### src/rtl/ir_nec_pkg.sv
// rtl/ir_nec_pkg.sv - shared states, NEC timing windows and drive codes for ir_nec_rx
package ir_nec_pkg;

  typedef enum logic [2:0] {
    S_IDLE,
    S_LEAD_L,
    S_LEAD_H,
    S_BIT_L,
    S_BIT_H,
    S_CHECK
  } state_e;

  localparam logic [13:0] LEAD_L_MIN       = 14'd8000;
  localparam logic [13:0] LEAD_L_MAX       = 14'd10000;
  localparam logic [13:0] LEAD_H_DATA_MIN  = 14'd4000;
  localparam logic [13:0] LEAD_H_DATA_MAX  = 14'd5000;
  localparam logic [13:0] LEAD_H_RPT_MIN   = 14'd1750;
  localparam logic [13:0] LEAD_H_RPT_MAX   = 14'd2750;
  localparam logic [13:0] BIT_L_MIN        = 14'd360;
  localparam logic [13:0] BIT_L_MAX        = 14'd760;
  localparam logic [13:0] BIT0_H_MIN       = 14'd360;
  localparam logic [13:0] BIT0_H_MAX       = 14'd760;
  localparam logic [13:0] BIT1_H_MIN       = 14'd1400;
  localparam logic [13:0] BIT1_H_MAX       = 14'd1900;
  localparam logic [13:0] TIMEOUT_US       = 14'd12000;
  localparam logic [13:0] DUR_SAT          = 14'h3FFF;

  localparam logic [2:0] DRV_STOP  = 3'd0;
  localparam logic [2:0] DRV_FWD   = 3'd1;
  localparam logic [2:0] DRV_BACK  = 3'd2;
  localparam logic [2:0] DRV_LEFT  = 3'd3;
  localparam logic [2:0] DRV_RIGHT = 3'd4;

  function automatic logic in_win(input logic [13:0] d, input logic [13:0] lo,
                                  input logic [13:0] hi);
    return (d >= lo) && (d <= hi);
  endfunction

endpackage

### src/rtl/ir_nec_rx_tick.sv
// rtl/ir_nec_rx_tick.sv - 1 us and 1 ms strobe generator (module ir_tick_gen)
module ir_tick_gen #(
  parameter int CLK_PER_US = 50
) (
  input  logic clk,
  input  logic rst_n,
  output logic tick_us_o,
  output logic tick_ms_o
);

  localparam logic [15:0] US_LAST = 16'(CLK_PER_US - 1);

  logic [15:0] us_cnt_q;
  logic [9:0]  ms_cnt_q;
  logic        tick_us_q;
  logic        tick_ms_q;

  always_ff @(posedge clk or negedge rst_n) begin
    if (!rst_n) begin
      us_cnt_q  <= '0;
      ms_cnt_q  <= '0;
      tick_us_q <= 1'b0;
      tick_ms_q <= 1'b0;
    end else begin
      if (us_cnt_q == US_LAST) begin
        us_cnt_q  <= '0;
        tick_us_q <= 1'b1;
      end else begin
        us_cnt_q  <= us_cnt_q + 16'd1;
        tick_us_q <= 1'b0;
      end
      if (tick_us_q) begin
        ms_cnt_q <= (ms_cnt_q == 10'd999) ? 10'd0 : ms_cnt_q + 10'd1;
      end
      tick_ms_q <= tick_us_q && (ms_cnt_q == 10'd999);
    end
  end

  assign tick_us_o = tick_us_q;
  assign tick_ms_o = tick_ms_q;

endmodule

### src/rtl/ir_nec_rx.sv
// rtl/ir_nec_rx.sv - NEC IR frame decoder producing a held 3-bit drive command
module ir_nec_rx
  import ir_nec_pkg::*;
#(
  parameter int         CLK_PER_US = 50,
  parameter int         HOLD_MS    = 120,
  parameter logic [7:0] KEY_FWD    = 8'h18,
  parameter logic [7:0] KEY_BACK   = 8'h52,
  parameter logic [7:0] KEY_LEFT   = 8'h08,
  parameter logic [7:0] KEY_RIGHT  = 8'h5A,
  parameter logic [7:0] KEY_STOP   = 8'h1C
) (
  input  logic       clk,
  input  logic       rst_n,
  input  logic       ir_in,
  output logic [2:0] data,
  output logic       data_valid,
  output logic       repeat_pulse,
  output logic       frame_err,
  output logic [7:0] addr,
  output logic [7:0] cmd
);

  localparam logic [15:0] HOLD_RELOAD = 16'(HOLD_MS);

  logic tick_us, tick_ms;

  ir_tick_gen #(.CLK_PER_US(CLK_PER_US)) u_tick (
    .clk       (clk),
    .rst_n     (rst_n),
    .tick_us_o (tick_us),
    .tick_ms_o (tick_ms)
  );

  // Synchronizer flops idle high so reset does not fabricate a falling edge
  logic sync1_q, sync2_q, prev_q;
  logic fall, rise, any_edge;

  assign fall     = prev_q & ~sync2_q;
  assign rise     = ~prev_q & sync2_q;
  assign any_edge = fall | rise;

  state_e      state_q, state_d;
  logic [4:0]  bit_idx_q, bit_idx_d;
  logic [31:0] sr_q, sr_d;
  logic        rpt_q, rpt_d;
  logic [13:0] dur_q;
  logic [15:0] hold_q;
  logic        have_frame_q;
  logic [2:0]  data_q;
  logic [7:0]  addr_q, cmd_q;
  logic        data_valid_q, repeat_q, frame_err_q;

  logic reject, rpt_end, last_bit, frame_ok, frame_bad, rpt_ok;

  function automatic logic [2:0] map_cmd(input logic [7:0] c);
    if (c == KEY_FWD)   return DRV_FWD;
    if (c == KEY_BACK)  return DRV_BACK;
    if (c == KEY_LEFT)  return DRV_LEFT;
    if (c == KEY_RIGHT) return DRV_RIGHT;
    if (c == KEY_STOP)  return DRV_STOP;
    return DRV_STOP;
  endfunction

  always_comb begin
    state_d   = state_q;
    bit_idx_d = bit_idx_q;
    sr_d      = sr_q;
    rpt_d     = rpt_q;
    reject    = 1'b0;
    rpt_end   = 1'b0;
    last_bit  = 1'b0;
    case (state_q)
      S_IDLE: if (fall) state_d = S_LEAD_L;
      S_LEAD_L: begin
        if (rise) state_d = in_win(dur_q, LEAD_L_MIN, LEAD_L_MAX) ? S_LEAD_H : S_IDLE;
      end
      S_LEAD_H: begin
        if (fall) begin
          if (in_win(dur_q, LEAD_H_DATA_MIN, LEAD_H_DATA_MAX)) begin
            state_d   = S_BIT_L;
            bit_idx_d = 5'd0;
            rpt_d     = 1'b0;
          end else if (in_win(dur_q, LEAD_H_RPT_MIN, LEAD_H_RPT_MAX)) begin
            state_d = S_BIT_L;
            rpt_d   = 1'b1;
          end else begin
            state_d = S_IDLE;
            reject  = 1'b1;
          end
        end
      end
      S_BIT_L: begin
        // A repeat code reuses BIT_L to wait for the end of its stop burst
        if (rise) begin
          if (rpt_q) begin
            state_d = S_IDLE;
            rpt_end = 1'b1;
          end else if (in_win(dur_q, BIT_L_MIN, BIT_L_MAX)) begin
            state_d = S_BIT_H;
          end else begin
            state_d = S_IDLE;
            reject  = 1'b1;
          end
        end
      end
      S_BIT_H: begin
        if (fall) begin
          if (in_win(dur_q, BIT0_H_MIN, BIT0_H_MAX) || in_win(dur_q, BIT1_H_MIN, BIT1_H_MAX)) begin
            sr_d = {in_win(dur_q, BIT1_H_MIN, BIT1_H_MAX), sr_q[31:1]};
            if (bit_idx_q == 5'd31) begin
              state_d  = S_CHECK;
              last_bit = 1'b1;
            end else begin
              state_d   = S_BIT_L;
              bit_idx_d = bit_idx_q + 5'd1;
            end
          end else begin
            state_d = S_IDLE;
            reject  = 1'b1;
          end
        end
      end
      S_CHECK: state_d = S_IDLE;
      default: state_d = S_IDLE;
    endcase
    if ((state_q != S_IDLE) && !any_edge && (dur_q >= TIMEOUT_US)) begin
      state_d = S_IDLE;
      reject  = 1'b1;
    end
  end

  // The complete word is judged as it is assembled so the result lands 3 clk after the pin edge
  assign frame_ok  = last_bit && (sr_d[15:8] == ~sr_d[7:0]) && (sr_d[31:24] == ~sr_d[23:16]);
  assign frame_bad = last_bit && !frame_ok;
  assign rpt_ok    = rpt_end && have_frame_q && (hold_q != 16'd0);

  always_ff @(posedge clk or negedge rst_n) begin
    if (!rst_n) begin
      sync1_q   <= 1'b1;
      sync2_q   <= 1'b1;
      prev_q    <= 1'b1;
      dur_q     <= '0;
      state_q   <= S_IDLE;
      bit_idx_q <= '0;
      sr_q      <= '0;
      rpt_q     <= 1'b0;
    end else begin
      sync1_q   <= ir_in;
      sync2_q   <= sync1_q;
      prev_q    <= sync2_q;
      if (any_edge) dur_q <= '0;
      else if (tick_us && (dur_q != DUR_SAT)) dur_q <= dur_q + 14'd1;
      state_q   <= state_d;
      bit_idx_q <= bit_idx_d;
      sr_q      <= sr_d;
      rpt_q     <= rpt_d;
    end
  end

  always_ff @(posedge clk or negedge rst_n) begin
    if (!rst_n) begin
      data_valid_q <= 1'b0;
      repeat_q     <= 1'b0;
      frame_err_q  <= 1'b0;
      data_q       <= DRV_STOP;
      addr_q       <= '0;
      cmd_q        <= '0;
      have_frame_q <= 1'b0;
      hold_q       <= '0;
    end else begin
      data_valid_q <= frame_ok;
      repeat_q     <= rpt_ok;
      frame_err_q  <= reject | frame_bad;
      // A reload outranks an expiry landing in the same cycle
      if (frame_ok) begin
        addr_q       <= sr_d[7:0];
        cmd_q        <= sr_d[23:16];
        data_q       <= map_cmd(sr_d[23:16]);
        have_frame_q <= 1'b1;
        hold_q       <= HOLD_RELOAD;
      end else if (rpt_ok) begin
        hold_q <= HOLD_RELOAD;
      end else if (tick_ms && (hold_q != 16'd0)) begin
        hold_q <= hold_q - 16'd1;
        if (hold_q == 16'd1) begin
          data_q       <= DRV_STOP;
          have_frame_q <= 1'b0;
        end
      end
    end
  end

  assign data         = data_q;
  assign data_valid   = data_valid_q;
  assign repeat_pulse = repeat_q;
  assign frame_err    = frame_err_q;
  assign addr         = addr_q;
  assign cmd          = cmd_q;

endmodule

### config.mk
export PLATFORM = sky130hd
export DESIGN_NAME = ir_nec_rx
export DESIGN_NICKNAME = d
export VERILOG_FILES = /design/src/rtl/ir_nec_pkg.sv /design/src/rtl/ir_nec_rx_tick.sv /design/src/rtl/ir_nec_rx.sv
export SDC_FILE = /design/constraint.sdc
export NUM_CORES = 1
export LEC_CHECK = 0
export CORE_MARGIN = 2
export CORE_UTILIZATION = 30
export CTS_CLUSTER_DIAMETER = 150
export CTS_CLUSTER_SIZE = 16
export DETAILED_ROUTE_END_ITERATION = 10
export GPL_TIMING_DRIVEN = 0
export PLACE_DENSITY = 0.55
export SYNTH_ARGS = -nofsm -noshare
export SYNTH_HDL_FRONTEND = slang
export SYNTH_SLANG_ARGS = --single-unit
### constraint.sdc
create_clock -name clk -period 4.1 [get_ports clk]
set_input_delay 0.41 -clock clk [delete_from_list [all_inputs] [get_ports clk]]
set_output_delay 0.41 -clock clk [all_outputs]
set_load 0.005 [all_outputs]
---- After elaboration in Yosys (flattened, before gate mapping) ----
Cells that the tools add are included.
Widths: inputs -> output; s select.
storage, ports and cells
  bits in registers ....................... 125
  latch bits .............................. 0
  memory bits (writable) .................. 0
  ROM bits ................................ 0
  word-level logic and storage cells ...... 191
  memories kept ........................... 0
cells by class
  add/subtract/negate cells ............... 5
  multiply operators ...................... 0
  div/mod/pow operators ................... 0
  order comparisons ....................... 11
  equality and inequality tests ........... 27
  shifts and indexed selects .............. 0
  muxes and demuxes ....................... 89
  bitwise logic cells ..................... 8
  reductions and logical operators ........ 31
operator list
  kind                   count
  $mux 32                3
  $mux 3                 25
  $mux 16                4
  $mux 1                 43
  $ge 14x11->1 const B   2
  $mux 14                2
  $mux 5                 5
  $add 16x1->16 const B  1
  $eq 16x1->1 const B    1
  $eq 16x6->1 const B    1
  $eq 8x5->1 const B     2
  $eq 8x7->1 const B     2
  $eq 8x8->1             2
  $not 8->8              2
  $reduce_bool 16->1     1
  $sub 16x1->16 const B  1
  $logic_and 1x1->1      15
  $ne 3x3->1 const B     5
  $pmux 3 s5             1
  $add 14x1->14 const B  1
  $ge 14x12->1 const B   1
  $ge 14x13->1 const B   1
  $ge 14x14->1 const B   1
  $ge 14x9->1 const B    1
  30 further kinds       48

---- Depth between registers and ports, before layout ----
Gate-level depths: netlist (run 1).
  word-level depth ........................ 31
  gate-level depth with buffers ........... 11
  mapped depth without buffers ............ 9

---- Cells and area by module ----
A second synthesis (run 1) with hierarchy kept.
second synthesis, totals
  cell total of the unflattened synthesis .. 600
  area total of the unflattened synthesis .. 6423.7 um^2
modules (own cells, without submodules)
  module       instances  cells each  area an instance (um^2)  seq. area each (um^2)
  ir_nec_rx    1          480         5127.4                   2431.1
  ir_tick_gen  1          120         1296.2                   700.7

---- Worst setup path before layout (run 1) ----
OpenSTA, ideal clock, no wires.
  kind .................................... flip-flop to flip-flop
  from .................................... reg dur_q[2]
  to ...................................... reg addr_q[0] (netlist: addr[0])
  setup time .............................. 0.125 ns
  arrival time ............................ 2.538 ns
  data required time ...................... 3.975 ns
  slack ................................... 1.437 ns
  cell stages (with the launch flop) ...... 10
  path buffers ............................ 3
  path through ............................ dfrtp_1 buf_6 or4b_4 a41oi_4 nand2_4 a2111oi_4 a21bo_1 buf_6 buf_8 mux2_4
between the ends
  word-level cells in the longest chain between the ends .. 10
  elaborated cells on any way between the ends .. 19
  classes of those cells .................. order compare (4); eq/ne (2); mux (6); bitwise (2); reduce/logical (5)
RTL lines
  item                                       line              text
  start: declaration                         ir_nec_rx.sv:47   logic [13:0] dur_q;
  start signal: assignment                   ir_nec_rx.sv:153  else if (tick_us && (dur_q != DUR_SAT)) dur_q <= dur_q + 14'd1;
  $ge 14x9->1, or another cell as far along  ir_nec_pkg.sv:36  return (d >= lo) && (d <= hi);
  $logic_and 1x1->1                          ir_nec_pkg.sv:36
  $logic_or 1x1->1                           ir_nec_rx.sv:109  if (in_win(dur_q, BIT0_H_MIN, BIT0_H_MAX) || in_win(dur_q, BIT1_H_MIN, BIT1_H_MAX)) begin
  $mux 32                                    ir_nec_rx.sv:109
  $mux 32                                    ir_nec_rx.sv:108  if (fall) begin
  $mux 32                                    ir_nec_rx.sv:73   case (state_q)
  $not 8->8                                  ir_nec_rx.sv:134  assign frame_ok = last_bit && (sr_d[15:8] == ~sr_d[7:0]) && (sr_d[31:24] == ~sr_d[23:16]);
  $eq 8x8->1                                 ir_nec_rx.sv:134
  $logic_and 1x1->1 (2 in a row)             ir_nec_rx.sv:134
  end signal: assignment                     ir_nec_rx.sv:177  addr_q <= sr_d[7:0];
  end: declaration                           ir_nec_rx.sv:51   logic [7:0] addr_q, cmd_q;
Several ways; a longest one is shown, not always the timed one.
A chain may end at the register's enable or synchronous reset.

---- Final worst setup path (run 1) ----
  from .................................... reg dur_q[1]
  to ...................................... reg frame_err_q (netlist: frame_err)
between the ends
  word-level cells in the longest chain between the ends .. 13
  elaborated cells on any way between the ends .. 40
  classes of those cells .................. order compare (9); eq/ne (2); mux (16); bitwise (3); reduce/logical (10)
RTL lines
  item                                       line              text
  $ge 14x9->1, or another cell as far along  ir_nec_pkg.sv:36
  $logic_and 1x1->1                          ir_nec_pkg.sv:36
  $logic_or 1x1->1                           ir_nec_rx.sv:109
  $mux 32                                    ir_nec_rx.sv:109
  $mux 32                                    ir_nec_rx.sv:108
  $mux 32                                    ir_nec_rx.sv:73
  $not 8->8                                  ir_nec_rx.sv:134
  $eq 8x8->1                                 ir_nec_rx.sv:134
  $logic_and 1x1->1 (2 in a row)             ir_nec_rx.sv:134
  $logic_not 1->1                            ir_nec_rx.sv:135  assign frame_bad = last_bit && !frame_ok;
  $logic_and 1x1->1                          ir_nec_rx.sv:135
  $or 1x1->1 (*)                             ir_nec_rx.sv:174  frame_err_q <= reject | frame_bad;
  end signal: assignment                     ir_nec_rx.sv:174
  end: declaration                           ir_nec_rx.sv:52   logic data_valid_q, repeat_q, frame_err_q;
Every way passes the cells marked *; elsewhere a longest branch is shown, timed or not.

==> results of run 1 <==
## registers in the layout, summed over array words and instances (netlist names), 3 cells and up
register	cells
state_q	3
sr_q	32
dur_q	14
addr	8
hold_q	16
bit_idx_q	5
u_tick.ms_cnt_q	10
u_tick.us_cnt_q	16
data	3
cmd	8
## routing by layer
layer | wire length [microns] | up-vias | share of wire, %
li1 | - | 2288 | -
met2 | 6560 | 76 | 48
met3 | 382 | 15 | 2.8
met4 | 218 | 0 | 1.6
met1 | 6440 | 2363 | 47
met5 | 0 | - | 0
## synthesized netlist by cell type, types with 4 or more instances
cell       instances  area (sq um)
dfrtp_1          122          3050
nand2_1           43           161
nor2_1            40           150
mux2_2            39           439
xor2_1            30           263
nand3_1           28           140
inv_1             22          82.6
xnor2_1           22           193
nand4_1           16           100
o21ai_0           16          80.1
clkbuf_1          14          52.6
a21oi_1           12          60.1
ha_1              12           150
and2_1            11          68.8
or3_1             11          68.8
nor3_1            10          50.1
nor4_1            10          62.6
buf_2              9          45.0
or4_1              9          67.6
a31oi_1            8          50.1
mux2_4             7           105
and3_1             6          37.5
mux2i_1            6          60.1
o31ai_1            6          45.0
or2_2              6          37.5
a21boi_0           5          37.5
and4_1             5          43.8
o211ai_1           5          37.5
o22ai_1            5          31.3
a211oi_1           4          30.0
a21o_1             4          30.0
nand2b_1           4          25.0
nand4b_1           4          35.0
nor2b_1            4          25.0
o2bb2ai_1          4          35.0
## cell usage in the layout, fill, tap and decap left out, types with 16 or more instances in the layout
cell type,Yosys,final
dfrtp_1,122,122
clkdlybuf4s50_1,0,23
o21ai_0,16,16
xnor2_1,22,22
inv_1,22,22
clkbuf_16,0,17
nand2_1,43,43
nand4_1,16,16
xor2_1,30,30
nor2_1,40,40
mux2_2,39,39
nand3_1,28,28
## area by class of cell
cell class	count	area share, %
Buffer	28	1.92
Clock buffer	18	5.72
Clock inverter	14	1.58
Inverter	22	1.08
Multi-Input combinational cell	432	40.7
Sequential cell	125	40.8
Tap cell	275	4.49
Timing Repair Buffer	26	3.64
## worst register-to-register path: stages, from the launching register on
cell and delay (ns):
dfrtp_1 0.46, inv_1 0.07, ha_1 0.20, nand3b_1 0.16, a211oi_1 0.57, or2_2 0.22
buf_2 0.22, a21oi_1 0.11, buf_2 0.21, buf_2 0.23, a311oi_1 0.31, nand3_1 0.14
## report_power, final
group	switching (mW)	total [mW]	internal, mW
logic	0.0360	0.0485	0.0125
clock network	0.613	1.42	0.808
registers	0.00305	1.24	1.24
## worst min path at each step
stage | endpoint | start | cells past startpoint | slack (ns)
final | sync2_q$_DFF_PN1_ | sync1_q$_DFF_PN1_ | 0 | 0.36
after detailed placement | sync2_q$_DFF_PN1_ | sync1_q$_DFF_PN1_ | 0 | 0.35
after global routing | sync2_q$_DFF_PN1_ | sync1_q$_DFF_PN1_ | 0 | 0.37
after floorplan | addr[0]$_DFFE_PN0N_ | rst_n | 0 | 0.11
after global placement | sync2_q$_DFF_PN1_ | sync1_q$_DFF_PN1_ | 0 | 0.35
after CTS | sync2_q$_DFF_PN1_ | sync1_q$_DFF_PN1_ | 0 | 0.36
## per-stage QoR
step / util, % / cells / hold slack (ns) / worst slack, ns
2_1_floorplan: - / 607 / 0.114 / 1.44
3_3_place_gp: 33.4 / 906 / 0.349 / -2.34
3_5_place_dp: 33.6 / 907 / 0.355 / 1.09
4_1_cts: 36.3 / 940 / 0.364 / 1.04
5_1_grt: 36.3 / 940 / 0.366 / 0.891
6_report: 36.3 / 940 / 0.361 / 1.07
## logic make-up after synthesis
| kind of cell | after synthesis | synth area share, % |
|---|---|---|
| compound gates | 97 | 11.3 |
| xor+xnor | 52 | 7.02 |
| fa+ha+maj | 12 | 2.31 |
| buf+inv | 50 | 3.55 |
| flops | 125 | 48.3 |
| mux | 52 | 9.32 |
| simple gates | 219 | 18.3 |
## timing repair
item,CTS,global route
endpoints found under the hold margin,44,0
hold buffers,1,0
setup endpoints to repair,0,0
==> metrics.md, run 1 <==
| Metric | Value |
|---|---|
| Status | `finished clean` |
| Mean routed wirelength per cell | `14.5 microns` |
| Clk slew on worst S/H paths | `0.06 ns` |
| Critical Path Start Type | `flop` |
| Gr ovfl total | `0` |
| Crit path from | `dur_q[1]$_DFFE_PN0P_` |
| Worst path cell trace | `inv_1 > ha_1 > nand3b_1 > a211oi_1 > or2_2 > buf_2 > a21oi_1 > buf_2 > buf_2 > a311oi_1 > nand3_1` |
| Die height | `151 microns` |
| Slew headroom | `36.4%` |
| Final period util | `73.9%` |
| Maximum fanout along the worst path | `10` |
| RSZ-0062 raised after global routing | `no` |
| Area Growth Syn to Fin | `18.2%` |
| Routed vias/inst | `5.04` |
| Critical path class | `flop to flop` |
| M3 GR Usage | `2.65%` |
| Busiest grt layer | `met2` |
| Clk_skew | `0.0133 ns` |
| GRT Total Usage | `12.9%` |
| Worst flop-to-flop path startpoint | `dur_q[1]$_DFFE_PN0P_` |
| Crit. End Element | `flop` |
| Hold Vio Cnt, Final | `0` |
| Vias in the first global route | `4794` |
| Die Width | `151 microns` |
| Final Wtd Congestion | `0.821` |
| Register area | `3130 sq um` |
| Worst-Skew Late Latency | `0.42 ns` |
| DP HPWL | `9.38 mm` |
| Post-layout minimum cycle time | `3.03 ns` |
| Slowest CP cell | `a211oi_1` |
| Final Setup Violations | `0` |
| Nets | `667` |
| Pwr dens | `353 nW/um^2` |
| FP Rows | `53` |
| Post-Syn Nets | `622` |
| Core footprint | `21200 sq um` |
| EDFF count, synth | `0` |
| Total CTS buffers | `17` |
| Total I/O pin count | `25` |
| Most used cell, CP | `buf_2` |
| Tightest Hold Check Type | `flop to flop` |
| CTS Sinks | `125` |
| GRT met2 Usage | `21.2%` |
| Antenna Violating Nets Remaining | `0` |
| Final WL | `13.6 mm` |
| Ys async rst share | `100%` |
| Starting Density | `30.7%` |
| CP Capture Point | `frame_err$_DFF_PN0_` |
| Initial antenna violation count | `0` |
| Dominant synthesized flop cell | `dfrtp_1` |
| Cells after Synth | `607` |
| Multi-input logic area | `3130 sq um` |
| Crit. path cell count | `11` |
| R2R depth | `11` |
| Final instance area | `7670 sq um` |
| R2r endpoint | `frame_err$_DFF_PN0_` |
| Post-CTS setup buffers | `0` |
| Inserted Diodes | `0` |
| Worst Tran Pin Value | `0.942 ns` |
| Synth Register Bits | `125` |
| VDD IR max | `0.277 mV` |
| CP arrival | `3.31 ns` |
| Maximum clock path buffer count | `2` |
| Slowest stage delay, CP | `0.57 ns` |
| CTS tree | `built` |
| Fillcell total | `2072` |
| Yosys cell types | `66` |
| Max_cap viols | `0` |
| Total number of H-tree levels | `4` |
| Cts repair resizes | `0` |
| Sequential area share after synthesis | `48.3%` |
| 1st-iter DRT viols | `250` |
| Syn Area/Cell | `10.7 sq um` |
| Vias | `4742` |
| Worst Path Required | `4.38 ns` |
| First-pass GRT wire length | `23.3 mm` |
| Met1 Use GR | `16.6%` |
| Tot Pwr | `2.71 mW` |
| Root buf cell | `clkbuf_16` |
| Pre-antenna DRT Iters | `5` |
| Slew Limit Fails | `0` |
| Share of layout cells above drive strength 1 | `17.3%` |
| Lkg Pwr | `3.40 nW` |
| CP bufs+invs | `4` |
| Placed Area | `7100 sq um` |
| Synthesized area | `6490 sq um` |
| Largest net degree at the start of global routing | `80` |
| Setup TNS | `0 ns` |
| Worst reg2reg setup slack | `1.07 ns` |
| Die area | `22800 sq um` |
| Number of remaining DRC errors | `0` |
| Peak Freq | `330 MHz` |
| PortBufs | `24` |
| Syn. warnings | `0` |
| Crit-path leading delay family | `compound AO/OA/AOI/OAI gates` |
Note: power is estimated with default switching activity, not from simulation.
==> run 2, diff against run 1 <==
==> constraint.sdc (replaced) <==
create_clock -name clk -period 3.1 [get_ports clk]
set_input_delay 0.31 -clock clk [delete_from_list [all_inputs] [get_ports clk]]
set_output_delay 0.31 -clock clk [all_outputs]
set_load 0.005 [all_outputs]
==> metrics.md, run 2 (synthesis results as in run 1) <==
| Metric | Value |
|---|---|
| Peak Freq | `343 MHz` |
| Placed Instances | `907` |
| Hold Crit Depth | `1` |
| Maximum clock path buffer count | `2` |
| Placed Area | `7100 sq um` |
| Crit. End Element | `flop` |
| Slew headroom | `33.0%` |
| Tot Pwr | `3.59 mW` |
| Biggest regs | `sr_q: 32 flops, hold_q: 16 flops, u_tick.us_cnt_q: 16 flops` |
| Comb power frac | `1.8%` |
| Most common cell after layout, fill and taps aside | `dfrtp_1` |
| Hold wc startpoint | `ir_in` |
| Worst slack, placed | `0.0928 ns` |
| Antenna Violating Nets Remaining | `0` |
| Register share of total power | `45.8%` |
| Slew Limit Fails | `0` |
| Critical Path Start Type | `flop` |
| Worst Path Required | `3.41 ns` |
| Highest metal used | `met4` |
| Gr ovfl total | `0` |
| DP HPWL | `9.38 mm` |
| Vias | `4758` |
| Max_cap viols | `0` |
| VDD IR max | `0.370 mV` |
| Post-CTS setup buffers | `0` |
| Worst setup margin | `0.184 ns` |
| Vias in the first global route | `4794` |
| Clk slew on worst S/H paths | `0.06 ns` |
| Pwr dens | `466 nW/um^2` |
| Die Width | `151 microns` |
| CTS Sinks | `125` |
| FP Rows | `53` |
| Total CTS buffers | `17` |
| 1st-iter DRT viols | `238` |
| Wire length on met3 | `419 microns` |
| Most frequent cells in the layout | `dfrtp_1, nand2_1, nor2_1` |
| Lkg Pwr | `3.40 nW` |
| Clk_skew | `0.0134 ns` |
| Status | `finished clean` |
| Mean routed wirelength per cell | `14.5 microns` |
| Sw Ratio | `24.1%` |
| Fillcell total | `2068` |
| Critical path class | `flop to flop` |
| M1 WL | `6.41 mm` |
| Worst flop-to-flop path startpoint | `dur_q[13]$_DFFE_PN0P_` |
| Die height | `151 microns` |
| Final WL | `13.6 mm` |
| Total number of H-tree levels | `4` |
| Final Setup Violations | `0` |
| Final core utilization | `36.4%` |
| PortBufs | `24` |
| Initial antenna violation count | `0` |
| Post-layout minimum cycle time | `2.92 ns` |
| Pint | `2.72 mW` |
| Hold Vio Cnt, Final | `0` |
| Pre-antenna DRT Iters | `4` |
| Switch Pwr | `863 uW` |
| RSZ-0062 raised after global routing | `no` |
| Setup TNS | `0 ns` |
| Area Growth Syn to Fin | `18.6%` |
| Final period util | `94.1%` |
| Clock Power Share | `52.4%` |
| GRT Total Usage | `12.9%` |
| CP arrival | `3.22 ns` |
| R2r endpoint | `cmd[1]$_DFFE_PN0N_` |
| Inserted Diodes | `0` |
| Share of layout cells above drive strength 1 | `17.7%` |
| Nets | `667` |
| Routed vias/inst | `5.06` |
| Largest net degree at the start of global routing | `80` |
| Met2 WL | `6.56 mm` |
| Worst Tran Pin Value | `0.993 ns` |
| Fin cells | `940` |
| First-pass GRT wire length | `23.3 mm` |
| CTS tree | `built` |
| Starting Density | `30.7%` |
| Number of remaining DRC errors | `0` |
| Final instance area | `7700 sq um` |
| R2R depth | `9` |
| Die area | `22800 sq um` |
| Biggest register | `sr_q` |
| Max FFs per register | `32` |
| Final Wtd Congestion | `0.821` |
| Worst-Skew Late Latency | `0.42 ns` |
| Hold Path Sink | `sync1_q$_DFF_PN1_` |
| Total I/O pin count | `25` |
| Maximum fanout along the worst path | `10` |
| Worst reg2reg setup slack | `0.18 ns` |
| Tightest Hold Check Type | `primary input to flop` |
| Min Hold Slack | `0.293 ns` |
| Core footprint | `21200 sq um` |
| Root buf cell | `clkbuf_16` |
## run 2: how the worst max path moves through the flow
stage,cells after the start,slack (ns),from,end
final,9,0.18,dur_q[13]$_DFFE_PN0P_,cmd[1]$_DFFE_PN0N_
after global placement,1,-3.24,rst_n,hold_q[8]$_DFFE_PN0P_
after CTS,11,0.04,dur_q[0]$_DFFE_PN0P_,frame_err$_DFF_PN0_
after detailed placement,11,0.09,dur_q[0]$_DFFE_PN0P_,frame_err$_DFF_PN0_
after global routing,9,0.0008,dur_q[13]$_DFFE_PN0P_,cmd[1]$_DFFE_PN0N_
after floorplan,9,0.44,dur_q[2]$_DFFE_PN0P_,addr[0]$_DFFE_PN0N_
## run 2: layout make-up
type | count | area, sq um | area share (%)
inverters | 22 | 82.6 | 1.07
clock inverters | 14 | 121 | 1.58
repair buffers | 26 | 279 | 3.63
multi-input cells | 432 | 3150 | 40.9
flip-flops and latches | 125 | 3130 | 40.7
clock buffers | 18 | 439 | 5.71
plain buffers | 28 | 148 | 1.92
well taps | 275 | 344 | 4.47
## run 2: layer usage
layer,GRT usage (%),up-vias
met3,2.65,16
met1,16.6,2366
met5,0,-
li1,-,2287
met4,5.61,0
met2,21.2,89
## run 2: worst max-delay path, cell delays in order (launching register included)
cell and delay, ns:
dfrtp_1 0.35, clkbuf_1 0.24, nor4b_1 0.36, o221ai_2 0.20, or2_2 0.30, buf_2 0.19, a21oi_1 0.18, buf_2 0.29
mux2_2 0.41, mux2_2 0.27
## run 2: power by group through the flow
stage,registers (mW),logic [mW],clock network [mW]
2_1_floorplan,1.67,0.0200,0
3_3_place_gp,1.67,0.0611,0
3_5_place_dp,1.67,0.0665,0
4_1_cts,1.64,0.0680,1.93
5_1_grt,1.64,0.0764,2.00
6_report,1.64,0.0640,1.88
## run 2: what timing repair did
action | 4_1_cts | 5_1_grt
resized for setup | 0 | 4
setup endpoints to repair | 0 | 28
hold endpoints to repair | 44 | 0
hold buffers | 1 | 0
